`config.mk`:
```
export PLATFORM = sky130hd
export DESIGN_NAME = hazard_stall_ctrl
export DESIGN_NICKNAME = d
export VERILOG_FILES = /design/src/rtl/hazard_pkg.sv /design/src/rtl/hazard_src_match.sv /design/src/rtl/hazard_stall_ctrl.sv
export SDC_FILE = /design/constraint.sdc
export NUM_CORES = 1
export LEC_CHECK = 0
export ABC_AREA = 0
export ABC_CLOCK_PERIOD_IN_PS = 1520
export CAP_MARGIN = 20
export CORE_AREA = 2 2 39 41
export CTS_CLUSTER_DIAMETER = 60
export DETAILED_ROUTE_END_ITERATION = 10
export DIE_AREA = 0 0 41 43
export GPL_TIMING_DRIVEN = 0
export PLACE_DENSITY = 0.67
export SLEW_MARGIN = 20
export SYNTH_ARGS = -nofsm -noshare
export SYNTH_HDL_FRONTEND = slang
export SYNTH_SLANG_ARGS = --single-unit
```
`constraint.sdc`:
```
create_clock -name clk -period 1.52 [get_ports clk]
set_input_delay 0.152 -clock clk [delete_from_list [all_inputs] [get_ports clk]]
set_output_delay 0.152 -clock clk [all_outputs]
set_load 0.005 [all_outputs]
```
`src/rtl/hazard_pkg.sv`:
```
// hazard_pkg
// Shared types and helpers for the ID-stage hazard/stall controller.
//   hz_state_t  : controller FSM state (IDLE, STALL)
//   REG_AW_DEF  : default register-address width
//   max_len()   : larger of two stall lengths, used to size the stall counter
package hazard_pkg;

    typedef enum logic {
        IDLE  = 1'b0,
        STALL = 1'b1
    } hz_state_t;

    localparam int REG_AW_DEF = 5;

    function automatic int max_len(input int a, input int b);
        return (a > b) ? a : b;
    endfunction

endpackage

```
`src/rtl/hazard_src_match.sv`:
```
// hazard_src_match
// Load-use comparator: flags when the load sitting in ID/EX writes a register
// that the ID-stage instruction actually reads.
// Ports:
//   id_rs        in  packed ID source registers, src i at [i*REG_AW +: REG_AW]
//   id_rs_valid  in  per-source "is read" qualifiers
//   ex_rd        in  ID/EX destination register
//   ex_mem_read  in  ID/EX instruction is a load
//   lu_hit       out load-use hazard detected
module hazard_src_match
    import hazard_pkg::*;
#(
    parameter int NUM_SRC = 2,
    parameter int REG_AW  = REG_AW_DEF
) (
    input  logic [NUM_SRC*REG_AW-1:0] id_rs,
    input  logic [NUM_SRC-1:0]        id_rs_valid,
    input  logic [REG_AW-1:0]         ex_rd,
    input  logic                      ex_mem_read,
    output logic                      lu_hit
);

    logic [NUM_SRC-1:0] src_hit;

    generate
        for (genvar gi = 0; gi < NUM_SRC; gi++) begin : g_src
            assign src_hit[gi] = id_rs_valid[gi] && (id_rs[gi*REG_AW +: REG_AW] == ex_rd);
        end
    endgenerate

    // x0 is hardwired to zero, so a load "to x0" never produces a dependency.
    assign lu_hit = ex_mem_read && (ex_rd != '0) && (|src_hit);

endmodule

```
`src/rtl/hazard_stall_ctrl.sv`:
```
// hazard_stall_ctrl
// ID-stage hazard/stall controller. Detects load-use and single-port memory
// structural hazards, holds the front end for a configurable number of cycles
// and arbitrates stalls against branch flushes. All outputs are combinational
// from the current state and inputs.
// Optional feature macro: HAZARD_PERF_CNT_EN adds per-cause stall-cycle counters.
// Ports:
//   clk, rst        clock (rising edge), asynchronous active-low reset
//   id_rs           packed ID source registers
//   id_rs_valid     per-source read qualifiers
//   ex_mem_read     ID/EX instruction is a load
//   ex_rd           ID/EX destination register
//   mem_access      EX/MEM instruction uses the data memory
//   flush           taken branch/jump
//   stall           front-end stall
//   pc_write_en     PC update enable
//   if_id_write_en  IF/ID write enable
//   id_ex_bubble    insert NOP into ID/EX
//   if_id_flush     clear IF/ID
//   lu_stall_cnt    (HAZARD_PERF_CNT_EN) stall cycles charged to load-use
//   sh_stall_cnt    (HAZARD_PERF_CNT_EN) stall cycles charged to structural
module hazard_stall_ctrl
    import hazard_pkg::*;
#(
    parameter int REG_AW        = REG_AW_DEF,
    parameter int NUM_SRC       = 2,
    parameter int LOAD_USE_CYC  = 1,
    parameter int MEM_STALL_CYC = 1
) (
    input  logic                      clk,
    input  logic                      rst,
    input  logic [NUM_SRC*REG_AW-1:0] id_rs,
    input  logic [NUM_SRC-1:0]        id_rs_valid,
    input  logic                      ex_mem_read,
    input  logic [REG_AW-1:0]         ex_rd,
    input  logic                      mem_access,
    input  logic                      flush,
    output logic                      stall,
    output logic                      pc_write_en,
    output logic                      if_id_write_en,
    output logic                      id_ex_bubble,
    output logic                      if_id_flush
`ifdef HAZARD_PERF_CNT_EN
    ,
    output logic [31:0]               lu_stall_cnt,
    output logic [31:0]               sh_stall_cnt
`endif
);

    localparam int MAX_LEN = max_len(LOAD_USE_CYC, MEM_STALL_CYC);
    localparam int CNT_W   = $clog2(MAX_LEN + 1);

    localparam logic [CNT_W-1:0] LU_LEN   = CNT_W'(LOAD_USE_CYC);
    localparam logic [CNT_W-1:0] SH_LEN   = CNT_W'(MEM_STALL_CYC);
    localparam logic [CNT_W-1:0] CNT_ZERO = '0;
    localparam logic [CNT_W-1:0] CNT_ONE  = CNT_W'(1);

    hz_state_t        state_reg, state_next;
    logic [CNT_W-1:0] cnt_reg, cnt_next;

    logic             lu_hit;
    logic             sh_hit;
    logic [CNT_W-1:0] lu_len_sel, sh_len_sel, hit_len;
    logic             stall_int;
    logic             flush_eff;

    hazard_src_match #(
        .NUM_SRC (NUM_SRC),
        .REG_AW  (REG_AW)
    ) u_src_match (
        .id_rs       (id_rs),
        .id_rs_valid (id_rs_valid),
        .ex_rd       (ex_rd),
        .ex_mem_read (ex_mem_read),
        .lu_hit      (lu_hit)
    );

    // A zero structural length means the memory is not a shared resource.
    assign sh_hit = (MEM_STALL_CYC != 0) && mem_access;

    // Stall length when both hazards coincide is the longer of the two.
    assign lu_len_sel = lu_hit ? LU_LEN : CNT_ZERO;
    assign sh_len_sel = sh_hit ? SH_LEN : CNT_ZERO;
    assign hit_len    = (lu_len_sel > sh_len_sel) ? lu_len_sel : sh_len_sel;

    always_ff @(posedge clk or negedge rst) begin
        if (!rst) begin
            state_reg <= IDLE;
            cnt_reg   <= '0;
        end else begin
            state_reg <= state_next;
            cnt_reg   <= cnt_next;
        end
    end

    // The first stall cycle is raised combinationally from IDLE; STALL only
    // covers the remaining N-1 cycles, so cnt holds cycles still to go there.
    always_comb begin
        state_next = state_reg;
        cnt_next   = cnt_reg;
        stall_int  = 1'b0;
        case (state_reg)
            IDLE: begin
                if (!flush && (lu_hit || sh_hit)) begin
                    stall_int = 1'b1;
                    if (hit_len > CNT_ONE) begin
                        state_next = STALL;
                        cnt_next   = hit_len - CNT_ONE;
                    end
                end
            end
            STALL: begin
                if (flush) begin
                    // Flush squashes the stalled instruction; abort the stall.
                    state_next = IDLE;
                    cnt_next   = '0;
                end else begin
                    stall_int = 1'b1;
                    if (cnt_reg == CNT_ONE) begin
                        state_next = IDLE;
                        cnt_next   = '0;
                    end else begin
                        cnt_next = cnt_reg - CNT_ONE;
                    end
                end
            end
            default: begin
                state_next = IDLE;
                cnt_next   = '0;
            end
        endcase
    end

    // Outputs are forced to the "pipeline running" values while reset is
    // asserted, independent of whatever the inputs show.
    assign stall          = rst & stall_int;
    assign flush_eff      = rst & flush;
    assign pc_write_en    = ~stall;
    assign if_id_write_en = ~stall;
    assign id_ex_bubble   = stall | flush_eff;
    assign if_id_flush    = flush_eff;

`ifdef HAZARD_PERF_CNT_EN
    // Cause of the stall in progress; structural wins when both fired.
    logic cause_sh_reg, cause_sh_next;
    logic sh_attr;

    assign cause_sh_next = ((state_reg == IDLE) && stall_int) ? sh_hit : cause_sh_reg;
    assign sh_attr       = (state_reg == IDLE) ? sh_hit : cause_sh_reg;

    always_ff @(posedge clk or negedge rst) begin
        if (!rst) begin
            cause_sh_reg <= 1'b0;
            lu_stall_cnt <= '0;
            sh_stall_cnt <= '0;
        end else begin
            cause_sh_reg <= cause_sh_next;
            if (stall_int) begin
                if (sh_attr) begin
                    sh_stall_cnt <= sh_stall_cnt + 32'd1;
                end else begin
                    lu_stall_cnt <= lu_stall_cnt + 32'd1;
                end
            end
        end
    end
`endif

endmodule
```
== Word-level counts from Yosys, hierarchy flattened ==
Cells that the tools add are included.

* Multiplexer cells: 16
* Add/subtract/negate cells: 2
* Bitwise operators: 5
* $lt $le $gt $ge: 2
* Equal/unequal tests: 4
* Reductions and logical operators: 10

{| class="wikitable"
|+ Operators with widths
! kind !! count
|-
| 1-bit 2-to-1 mux || 13
|-
| 5-bit == test || 2
|-
| 1-bit one-hot mux with 2 select lines || 3
|-
| 1-bit logical AND || 5
|-
| 5-bit nonzero test || 1
|-
| 2-bit inequality test, second input constant || 2
|-
| 1-bit bitwise AND || 2
|-
| 1-bit inverter || 2
|-
| 2-bit AND reduction || 1
|-
| 2-bit OR reduction || 1
|-
| 1-bit subtractor, second input constant || 2
|-
| 1-bit > comparator || 1
|-
| 1-bit > comparator, second input constant || 1
|-
| 1-bit zero test || 1
|-
| 1-bit logical OR || 1
|-
| 1-bit bitwise OR || 1
|}

* Input port bits: 22
* Word-level logic and storage cells: 41
* Register bits: 2
* Output and inout port bits: 5

== Logic depth before layout (Yosys ltp) ==
Gate-level depths: netlist (run 1).

* Word-level depth: 11
* Depth in mapped cells: 5
* Depth with buffers taken out: 4

== Modules after synthesis ==
A second synthesis (run 1) with hierarchy kept.

* Cells, all modules: 28
* Area, all modules: 256.5 µm²

{| class="wikitable"
|+ Modules (own cells, without submodules)
! module !! sequential area each (µm²) !! times used !! area an instance (µm²) !! cells an instance
|-
| hazard_src_match || 0.0 || 1 || 133.9 || 17
|-
| hazard_stall_ctrl || 50.0 || 1 || 122.6 || 11
|}

== Worst setup path after synthesis (run 1) ==
Ideal clock, no wire load.

* Path kind: input -> output
* Start point: in ex_rd[4]
* End point: out pc_write_en
* Stages on the path: 5
* Arrival: 1154 ps
* Slack: 214 ps
* Buffers on the path: 1
* Required time: 1368 ps
* Path through: or4_1 -> o21a_1 -> nand2_2 -> o21a_1 -> buf_4

* Longest elaborated chain between the ends: 10
* Elaborated cells between the ends (all ways): 14
* Classes of those cells: eq/ne: 2; mux: 2; bitwise: 2; reduce/logical: 8

{| class="wikitable"
|+ Ends and longest elaborated chain
! item !! RTL line !! source
|-
| from (decl) || hazard_stall_ctrl.sv:35 || <nowiki>input logic [REG_AW-1:0] ex_rd,</nowiki>
|-
| 5-bit == test || hazard_src_match.sv:27 || <nowiki>assign src_hit[gi] = id_rs_valid[gi] && (id_rs[gi*REG_AW +: REG_AW] == ex_rd);</nowiki>
|-
| 1-bit logical AND || hazard_src_match.sv:27 ||
|-
| 2-bit OR reduction || hazard_src_match.sv:32 || <nowiki>assign lu_hit = ex_mem_read && (ex_rd != '0) && (|src_hit);</nowiki>
|-
| 1-bit logical AND * || hazard_src_match.sv:32 ||
|-
| 1-bit logical OR * || hazard_stall_ctrl.sv:104 || <nowiki>if (!flush && (lu_hit || sh_hit)) begin</nowiki>
|-
| 1-bit logical AND * || hazard_stall_ctrl.sv:104 ||
|-
| 1-bit 2-to-1 mux * || hazard_stall_ctrl.sv:104 ||
|-
| 1-bit one-hot mux with 2 select lines * || hazard_stall_ctrl.sv:102 || <nowiki>case (state_reg)</nowiki>
|-
| 1-bit bitwise AND * || hazard_stall_ctrl.sv:136 || <nowiki>assign stall = rst & stall_int;</nowiki>
|-
| 1-bit inverter * || -- ||
|-
| to (decl) || hazard_stall_ctrl.sv:39 || <nowiki>output logic pc_write_en,</nowiki>
|}

Every way passes the cells marked *; elsewhere a longest branch is shown, timed or not.

== Final worst setup path (run 1) ==
* Start point: in flush
* End point: out if_id_flush

* Longest elaborated chain between the ends: 1

{| class="wikitable"
|+ Ends and longest elaborated chain
! item !! RTL line !! source
|-
| from (decl) || hazard_stall_ctrl.sv:37 || <nowiki>input logic flush,</nowiki>
|-
| 1-bit bitwise AND || hazard_stall_ctrl.sv:137 || <nowiki>assign flush_eff = rst & flush;</nowiki>
|-
| to (decl) || hazard_stall_ctrl.sv:42 || <nowiki>output logic if_id_flush</nowiki>
|}

No other way between the ends.

==> results.sh, run 1 <==
export IMPL_ys_warn_count=0
export IMPL_ys_top_cells_by_count="xor2_1 (8), o21ai_0 (3)"
export IMPL_synthCells=31
export IMPL_die_area_um2=1760
export IMPL_rows=14
export IMPL_critical_path_required_ns=1.37
export IMPL_finalNetCount=85
export IMPL_wirelength_um=794
export IMPL_root_buffer="clkbuf_4"
export IMPL_holdPathEnd="state_reg"
export IMPL_wl_met1_um=263
export IMPL_die_w_um=41
export IMPL_period_needed_ns=1.46
export IMPL_holdPathStages=1
export IMPL_hold_viol=0
export IMPL_slowest_stage="clkdlybuf4s50_1"
export IMPL_met2_length_um=427
export IMPL_ys_ff_latch=2
export IMPL_drtIter0Drc=0
export IMPL_cts_tree="yes"
export IMPL_die_y_um=43
export IMPL_ys_flop_type="dfrtp_1"
export IMPL_final_area_um2=583
export IMPL_vdd_drop_max_uv=398
export IMPL_path_class="primary input to output pin"
export IMPL_status="finished, final reports clean"
export IMPL_layout_drive_gt1_share_pct=41.0
export IMPL_grt_pass1_wl_um=1200
export IMPL_finalClockSkew_ns=0.00530
export IMPL_max_stage_delay_ns=0.53
export IMPL_grt_overflow_total=0
export IMPL_drcViolationCount=0
export IMPL_antenna_found_initial=0
export IMPL_reg2reg_depth=3
export IMPL_h_tree_depth=1
export IMPL_hp_start="cnt_reg"
export IMPL_grt_setup_unrepaired="true"
export IMPL_r2r_end="cnt_reg"
export IMPL_synth_area_top_cells="xor2_1 (27%), dfrtp_1 (20%), xnor2_1 (6.8%), o21ai_0 (5.9%), o21a_1 (5.9%)"
export IMPL_maxUsedRoutingLayer="met4"
export IMPL_ys_types=18
export IMPL_p_leak_uw=0.000265
export IMPL_num_antenna_cells=0
export IMPL_post_route_period_util_pct=96.4
export IMPL_cellPowerDensity_nw_per_um2=501
export IMPL_crit_fanout=4
export IMPL_synthToLayoutAreaGrowth_pct=127
export IMPL_synth_top_area_cell="xor2_1"
export IMPL_max_slew_worst_pin_slew_ns=0.284
export IMPL_place_hpwl_um=660
export IMPL_num_fill_cells=144
export IMPL_boundaryPins=27
export IMPL_port_buffers=26
export IMPL_cp_cell_sequence="clkdlybuf4s50_1 -> and2_1 -> clkdlybuf4s50_1"
export IMPL_synth_fp_nets=53
export IMPL_relSlewSlack_pct=80.9
export IMPL_routed_wl_met3_um=91
export IMPL_finalSetupViolCount=0
export IMPL_firstDrtPassIters=1
export IMPL_synth_most_common_cell="xor2_1"
export IMPL_synthesis_area_um2=256
export IMPL_r2r_start="state_reg"
export IMPL_dpl_cell_area_um2=537
export IMPL_drv_slew=0
export IMPL_critPathMostFrequentCell="clkdlybuf4s50_1"
export IMPL_synth_edf_count=0
export IMPL_cap_violations=0
export IMPL_grt_pass1_vias=325
export IMPL_synth_top_area_share_pct=27.3
export IMPL_path_clk_slew_ns=0.03
export IMPL_gp_congestion=0.658
export IMPL_ys_seq_area_share_pct=19.5
export IMPL_clk_path_buf_depth=2
export IMPL_cp_arrival_ns=1.31
export IMPL_cp_end_kind="output pin"
export IMPL_cts_sinks=2
export IMPL_num_vias=339
export IMPL_coreArea_um2=1380
export IMPL_cts_inserted_buffers=3
export IMPL_routedWlPerCell_um=10.3
export IMPL_drtAntennaViolNets=0
export IMPL_timing_final_ws_setup_ns=0.0555
export IMPL_grt_start_max_net_pins=6
export IMPL_crit_family="buffers and inverters"
export IMPL_start_util_pct=18.5
export IMPL_dpl_worst_slack_ns=-0.846
export IMPL_track_usage_pct=10.7
export IMPL_hold_class="flop to flop"
export IMPL_clk_latency_ns=0.22
export IMPL_max_freq_ghz=0.683
export IMPL_critPathBufInv=2
export IMPL_critPathLaunchType="primary input"
export IMPL_async_flop_share_pct=100
export IMPL_via_per_inst=4.40
export IMPL_rrSetupSlack_ns=0.73
export IMPL_synth_area_per_cell_um2=8.27
routing by layer:
| layer | track usage [%] | vias to the layer above |
|---|---|---|
| li1 | - | 172 |
| met1 | 9.65 | 151 |
| met3 | 5.76 | 2 |
| met4 | 8.00 | 0 |
| met2 | 16.9 | 14 |
| met5 | 0 | - |
cells in the final DEF, fill, tap and decap left out, types with 2 or more instances in the layout:
cell type and n:
dlygate4sd2_1 5, clkdlybuf4s50_1 6, xor2_1 7, clkbuf_2 2, dfrtp_1 2, nor4_2 2, buf_2 5, o21a_1 2
clkbuf_4 3, o21ai_1 2, and2_1 2, buf_6 5
metrics by stage:
stage / hold slack [ns] / power, µW / setup TNS (ns) / utilization, % / cells
after floorplan: -0.144 / 94.5 / 0 / - / 31
after global placement: 0.370 / 176 / -3.08 / 38.8 / 73
after detailed placement: 0.370 / 177 / -3.13 / 38.8 / 73
after CTS: 0.459 / 289 / 0 / 39.6 / 76
after global routing: 0.487 / 318 / -0.00429 / 42.1 / 77
final: 0.452 / 292 / 0 / 42.1 / 77
power by group:
part	switching, µW	internal, µW	total (µW)	leakage [µW]
combinational	45.1	76.0	121	0.000225
sequential	1.59	56.5	58.1	0.0000265
clock	26.2	86.8	113	0.0000138
total	72.9	219	292	0.000265
how the worst max path moves through the flow:
stage	end	cells past startpoint	startpoint	slack, ns
floorplan	pc_write_en	5	ex_rd[4]	0.21
global placement	pc_write_en	7	ex_rd[3]	-0.82
detailed placement	pc_write_en	7	ex_rd[3]	-0.85
CTS	if_id_write_en	6	ex_rd[2]	0.004
global route	if_id_write_en	6	ex_rd[1]	-0.004
finish	if_id_flush	3	flush	0.06
layout make-up:
| class | count | area, µm² | area share, % |
|---|---|---|---|
| tap | 16 | 20.0 | 3.43 |
| timing repair buffer | 28 | 250 | 42.9 |
| multi-input combinational | 27 | 236 | 40.6 |
| clock buffer | 3 | 22.5 | 3.86 |
| sequential | 2 | 50.0 | 8.58 |
| inverter | 1 | 3.75 | 0.644 |
logic make-up after synthesis:
kind of cell              count (synthesis)  synth area share, %
AOI/OAI and AO/OA                         8                 21.0
xor gates and xnor gates                 10                 34.1
buffers and inverters                     2                 4.39
DFF                                       2                 19.5
and+or+nand+nor                           9                 21.0
what timing repair did:
action,4_1_cts,5_1_grt
hold endpoints to repair,2,0
hold buffers,1,0
gates resized for setup,61,16
cloned,0,0
pin swaps,13,9
buffers inserted,0,1
setup endpoints to repair,5,4
(Power assumes the default switching activity.)
==> run 2, diff against run 1 <==
--- a/config.mk
+++ b/config.mk
@@ -6,13 +6,13 @@
 export NUM_CORES = 1
 export LEC_CHECK = 0
 export ABC_AREA = 0
-export ABC_CLOCK_PERIOD_IN_PS = 1520
-export CAP_MARGIN = 20
+export CAP_MARGIN = 5
 export CORE_AREA = 2 2 39 41
 export CTS_CLUSTER_DIAMETER = 60
 export DETAILED_ROUTE_END_ITERATION = 10
 export DIE_AREA = 0 0 41 43
 export GPL_TIMING_DRIVEN = 0
+export MAX_ROUTING_LAYER = met4
 export PLACE_DENSITY = 0.67
 export SLEW_MARGIN = 20
 export SYNTH_ARGS = -nofsm -noshare
==> results of run 2 <==
The final DEF is identical to that of run 1; final timing and power are the same.
Main changes from that run: final weighted congestion in routability-driven placement 0.658 -> 0.664; overall routing resource usage 10.7% -> 11.0%
